## config.mk

```make
export PLATFORM = sky130hd
export DESIGN_NAME = sw_target_feeder
export DESIGN_NICKNAME = d
export VERILOG_FILES = /design/src/rtl/sw_target_feeder.sv
export SDC_FILE = /design/constraint.sdc
export NUM_CORES = 1
export LEC_CHECK = 0
export CAP_MARGIN = 20
export CORE_MARGIN = 1
export CORE_UTILIZATION = 67
export CTS_CLUSTER_SIZE = 24
export DETAILED_ROUTE_END_ITERATION = 6
export PLACE_DENSITY_LB_ADDON = 0.15
export SLEW_MARGIN = 20
export SYNTH_ARGS = -nofsm -noshare
export SYNTH_HDL_FRONTEND = slang
export SYNTH_SLANG_ARGS = --single-unit
```

## constraint.sdc

```tcl
create_clock -name clk -period 6.8 [get_ports clk]
set_clock_uncertainty 0.05 [all_clocks]
set_input_delay 0.68 -clock clk [delete_from_list [all_inputs] [get_ports clk]]
set_output_delay 0.68 -clock clk [all_outputs]
set_load 0.01 [all_outputs]
```

## src/rtl/sw_target_feeder.sv

```systemverilog
// Head-of-array feeder for the Smith-Waterman PE chain: buffers one target, then emits
// marker, contiguous base stream and drain bubbles on the first PE's t/v/f/max inputs.
module sw_target_feeder #(
  parameter int CALC_BIT = 16,
  parameter int MAX_LEN  = 256,
  parameter int N_PE     = 64
) (
  input  logic                clk,
  input  logic                rst_n,
  input  logic                in_valid,
  output logic                in_ready,
  input  logic [1:0]          in_base,
  input  logic                in_last,
  output logic [2:0]          t_o,
  output logic [CALC_BIT-1:0] v_o,
  output logic [CALC_BIT-1:0] f_o,
  output logic [CALC_BIT-1:0] max_o,
  output logic                busy_o,
  output logic                done_o,
  output logic                overflow_o
);

  localparam int AW = $clog2(MAX_LEN);
  localparam int LW = AW + 1;
  localparam int DW = $clog2(2 * N_PE);

  localparam logic [2:0] S_IDLE   = 3'd0;
  localparam logic [2:0] S_LOAD   = 3'd1;
  localparam logic [2:0] S_MARK   = 3'd2;
  localparam logic [2:0] S_STREAM = 3'd3;
  localparam logic [2:0] S_DRAIN  = 3'd4;

  localparam logic [LW-1:0] LEN_FULL   = LW'(MAX_LEN - 1);
  localparam logic [DW-1:0] DRAIN_LAST = DW'(2 * N_PE - 1);

  logic [2:0]    state_q, state_d;
  logic [LW-1:0] len_q, len_d;
  logic [LW-1:0] rd_q, rd_d;
  logic [DW-1:0] dcnt_q, dcnt_d;
  logic [2:0]    t_q, t_d;
  logic          done_q, done_d;
  logic          ovf_q, ovf_d;
  logic          wr_en;
  logic [AW-1:0] wr_idx;
  logic          accept;
  logic [1:0]    buf_q [MAX_LEN];

  assign in_ready   = (state_q == S_IDLE) || (state_q == S_LOAD);
  assign accept     = in_valid && in_ready;
  assign t_o        = t_q;
  assign v_o        = '0;
  assign f_o        = '0;
  assign max_o      = '0;
  assign busy_o     = (state_q != S_IDLE);
  assign done_o     = done_q;
  assign overflow_o = ovf_q;

  always_comb begin
    state_d = state_q;
    len_d   = len_q;
    rd_d    = rd_q;
    dcnt_d  = dcnt_q;
    ovf_d   = ovf_q;
    wr_en   = 1'b0;
    wr_idx  = len_q[AW-1:0];
    case (state_q)
      S_IDLE: if (accept) begin
        wr_en   = 1'b1;
        wr_idx  = '0;
        len_d   = LW'(1);
        ovf_d   = 1'b0;
        state_d = in_last ? S_MARK : S_LOAD;
      end
      S_LOAD: if (accept) begin
        wr_en = 1'b1;
        len_d = len_q + LW'(1);
        if (in_last) begin
          state_d = S_MARK;
        end else if (len_q == LEN_FULL) begin
          // Buffer full without in_last: close the target here, later beats wait upstream.
          ovf_d   = 1'b1;
          state_d = S_MARK;
        end
      end
      S_MARK: begin
        rd_d    = '0;
        state_d = S_STREAM;
      end
      S_STREAM: begin
        if (rd_q == len_q - LW'(1)) begin
          dcnt_d  = '0;
          state_d = S_DRAIN;
        end else begin
          rd_d = rd_q + LW'(1);
        end
      end
      S_DRAIN: begin
        if (dcnt_q == DRAIN_LAST) state_d = S_IDLE;
        else                      dcnt_d  = dcnt_q + DW'(1);
      end
      default: state_d = S_IDLE;
    endcase
  end

  // Outputs are computed from the next state so they line up with the registered state.
  always_comb begin
    t_d = 3'b000;
    case (state_d)
      S_MARK:   t_d = 3'b001;
      S_STREAM: t_d = {1'b1, buf_q[rd_d[AW-1:0]]};
      default:  t_d = 3'b000;
    endcase
    done_d = (state_d == S_DRAIN) && (dcnt_d == DRAIN_LAST);
  end

  always_ff @(posedge clk or negedge rst_n) begin
    if (!rst_n) begin
      state_q <= S_IDLE;
      len_q   <= '0;
      rd_q    <= '0;
      dcnt_q  <= '0;
      t_q     <= 3'b000;
      done_q  <= 1'b0;
      ovf_q   <= 1'b0;
    end else begin
      state_q <= state_d;
      len_q   <= len_d;
      rd_q    <= rd_d;
      dcnt_q  <= dcnt_d;
      t_q     <= t_d;
      done_q  <= done_d;
      ovf_q   <= ovf_d;
    end
  end

  always_ff @(posedge clk) begin
    if (wr_en) buf_q[wr_idx] <= in_base;
  end

endmodule
```

==> flow_metrics.py, run 1 <==
metrics = {
    "outcome": {
        "outcome": "finished clean",
    },
    "global_routing": {
        "grt_max_degree": 188,
        "antenna_found_initial": 1,
        "globalRoute.totalOverflow": 0,
        "first_global_vias": 16300,
        "grt_use_total_pct": 36.4,
        "grt_pass1_wl_microns": 97900,
    },
    "job": {
        "drv_cap": 0,
    },
    "cts": {
        "cts_tree": "built",
        "insertion_delay_ps": 600,
        "cts_hold_buffers": 0,
        "cts_buffers": 53,
        "clk_path_buf_depth": 3,
        "clkSlewWorstSetupHoldPaths_ps": 60,
        "cts_root_buf": "clkbuf_16",
        "cts_max_level": 2,
        "cts.sinks": 545,
        "post_cts_buffers": 0,
    },
    "yosys": {
        "synthDistinctLibCells": 69,
        "async_flop_share_pct": 6.06,
        "ys_seq_area_share_pct": 67.0,
        "ys.warnings.count": 0,
        "synthCells": 2174,
        "synth.avg_cell_area_sq_um": 11.1,
        "synth-edff-count": 512,
        "synth-seq-cells": 545,
        "synth_ff_type": "edfxtp_1",
        "syn_area_sq_mm": 0.0242,
    },
    "worst_setup_path": {
        "crit_slowest_cell": "nor2_1",
        "arrival_ps": 6960,
        "worstSetupStartpointType": "flop",
        "crit_chain": "inv_1, ha_1, o21ba_2, a221oi_1, a41o_1, nor4bb_1, buf_4, a2111oi_0, a21oi_1, and2_1, clkinvlp_4, nor2_1, nand3_1, and4_1, a2111oi_0, o32ai_1, a221oi_1",
        "slowest_delay_ps": 850,
        "startpoint": "len_q[0]",
        "crit_type": "flop to flop",
        "cp-end-kind": "flop",
        "rr_worst_depth": 17,
        "cp_max_fo": 22,
        "r2r-start": "len_q[0]",
        "required_ps": 7260,
    },
    "placed_design": {
        "portBuffers": 12,
        "hpwl_microns": 37300,
        "place.gp.congestion": 0.953,
        "preCtsSetupSlack_ps": 270,
    },
    "drt": {
        "ant_nets": 0,
        "via_per_inst": 6.60,
        "routed_wl_microns": 65800,
        "drc": 0,
        "wire_per_inst_microns": 25.0,
        "drt_iter0_markers": 2441,
        "drtPass1Iterations": 7,
        "vias": 17300,
    },
    "timing": {
        "fmax_mhz": 154,
        "hold_violations": 0,
        "tightest_slew_ps": 1310,
        "fin_ws_ps": 300,
        "grt_setup_unrepaired": "false",
        "setup_viol_count_final": 0,
        "finalSetupTns_ps": 0,
        "post-route-period-util_pct": 95.6,
        "final-max-slew-violation-count": 0,
        "finalCriticalPeriod_ps": 6500,
        "whs_ps": 462,
        "slew_headroom_pct": 11.7,
    },
    "floorplanning": {
        "rows": 69,
        "io_pins": 61,
        "dieWidth_microns": 192,
        "die_h_microns": 192,
        "core_area_sq_mm": 0.0356,
        "start_util_pct": 68.0,
        "die-area_sq_mm": 0.0369,
    },
    "power": {
        "ir_drop_mv": 0.249,
        "p_per_area_mw_per_mm2": 253,
        "p_leak_nw": 8.75,
        "power_mw": 6.62,
    },
    "layout": {
        "n_fill_cell": 2420,
        "area_growth_syn_to_layout_pct": 7.99,
        "post-route-util_pct": 73.4,
        "layout.nets": 2132,
        "drive_gt1_share_pct": 6.19,
    },
    "min_path": {
        "hold_class": "input pin to async pin",
    },
}
==> flip-flops by register name, indices dropped and copies added, names as in the netlist <==
register	cells
buf_q	512
len_q	9
rd_q	9
dcnt_q	7
state_q	3
t_o	3
done_o	1
overflow_o	1
==> Yosys cell counts (7+ instances only) <==
library cell / count / share of area, %
edfxtp_1: 512 / 64
nor3_1: 17 / 0.35
nand4_1: 22 / 0.57
clkbuf_1: 78 / 1.2
buf_1: 23 / 0.36
a21oi_1: 23 / 0.48
xnor2_1: 8 / 0.29
and2_1: 7 / 0.18
buf_4: 50 / 1.6
inv_1: 12 / 0.19
o21ai_0: 26 / 0.54
a311oi_1: 29 / 1.1
nor2_1: 292 / 4.5
a32oi_1: 11 / 0.40
nand2_1: 525 / 8.1
nand3_1: 256 / 5.3
nor4_1: 8 / 0.21
a31oi_1: 18 / 0.47
a211oi_1: 7 / 0.22
buf_2: 48 / 0.99
and3_1: 31 / 0.80
mux2i_1: 29 / 1.2
dfrtp_1: 33 / 3.4
==> per-layer routing <==
layer | track usage [%] | part of all wire [%] | wire length [microns] | up-vias
li1 | - | - | - | 7559
met1 | 51.4 | 37 | 24400 | 8388
met2 | 56.1 | 46 | 30400 | 1196
met3 | 5.88 | 12 | 7810 | 186
met4 | 17.1 | 4.8 | 3140 | 2
met5 | 0 | 0.011 | 7 | -
==> cells by family (layout without fill, tap and decap cells) <==
kind of cell	after synthesis	count (layout)	share of synthesized area (%)
flip-flops	545	545	67.0
other	1	49	0.0155
AND/OR/NAND/NOR	1195	1195	21.3
buffers and inverters	217	161	4.49
AO/OA/AOI/OAI	166	166	5.17
adder cells (fa/ha/maj)	5	5	0.259
XOR/XNOR	12	12	0.435
multiplexers	33	33	1.39
==> power by group <==
group / leakage, nW / internal, mW / switching (mW)
logic: 2.90 / 0.00409 / 0.0620
clock network: 0.835 / 1.63 / 1.25
registers: 5.02 / 3.67 / 0
total: 8.75 / 5.31 / 1.31
==> metrics by stage <==
step                      instances  instance area [sq um]
final                          2627                  26100
after detailed placement       2527                  24400
after global placement         2526                  24400
after floorplan                2221                  24400
after CTS                      2626                  26100
after global routing           2626                  26100
==> final timing paths <==
check                           slack (ps)          to
worst min-delay path                   460      t_o[0]
worst min register to register         470  overflow_o
worst max-delay path                   300      t_o[1]
worst max register to register         300      t_o[1]
min in group clk                       470  overflow_o
max in group asynchronous             5900     rd_q[3]
==> cell usage in the layout, fill, tap and decap left out, drive strengths merged, types with 6 or more instances in the layout <==
| cell type | count |
|---|---|
| a311oi | 31 |
| nor2 | 293 |
| nor3 | 17 |
| conb | 48 |
| a2111oi | 7 |
| inv | 14 |
| or4 | 6 |
| and3 | 31 |
| mux2i | 29 |
| nand2 | 525 |
| edfxtp | 512 |
| a211oi | 7 |
| nor3b | 7 |
| clkinv | 20 |
| clkdlybuf4s50 | 10 |
| buf | 36 |
| a32oi | 12 |
| dfrtp | 33 |
| clkbuf | 77 |
| o21ai | 26 |
| nor4 | 8 |
| nand4 | 22 |
| a21oi | 23 |
| xnor2 | 8 |
| nand3 | 256 |
| a31oi | 18 |
| and4 | 6 |
| and2 | 7 |
==> critical path, delay by kind of cell (launching register included) <==
kind	cells	cell delay (ps)
flip-flops	1	780
buffers and inverters	3	1190
AO/OA/AOI/OAI	8	1910
AND/OR/NAND/NOR	5	2150
adder cells (fa/ha/maj)	1	300
==> layout make-up <==
cell class	count	area [sq um]	area share, %
inverter	15	68.8	0.263
tap	461	577	2.21
sequential	545	16200	62.0
clock inverter	23	208	0.795
timing repair buffer	47	458	1.75
antenna	1	2.50	0.00958
clock buffer	76	1480	5.68
multi-input combinational	1459	7120	27.3
==> timing repair <==
item	4_1_cts	5_1_grt
gates resized for setup	0	1
setup endpoints to repair	0	1
endpoints found under the hold margin	0	0
(Power assumes the default switching activity.)
==> inputs of run 2 (changes only) <==
Settings changed: HOLD_SLACK_MARGIN set to 0.1.
==> results of run 2 <==
No change in the layout: final DEF, timing and power equal those of run 1.
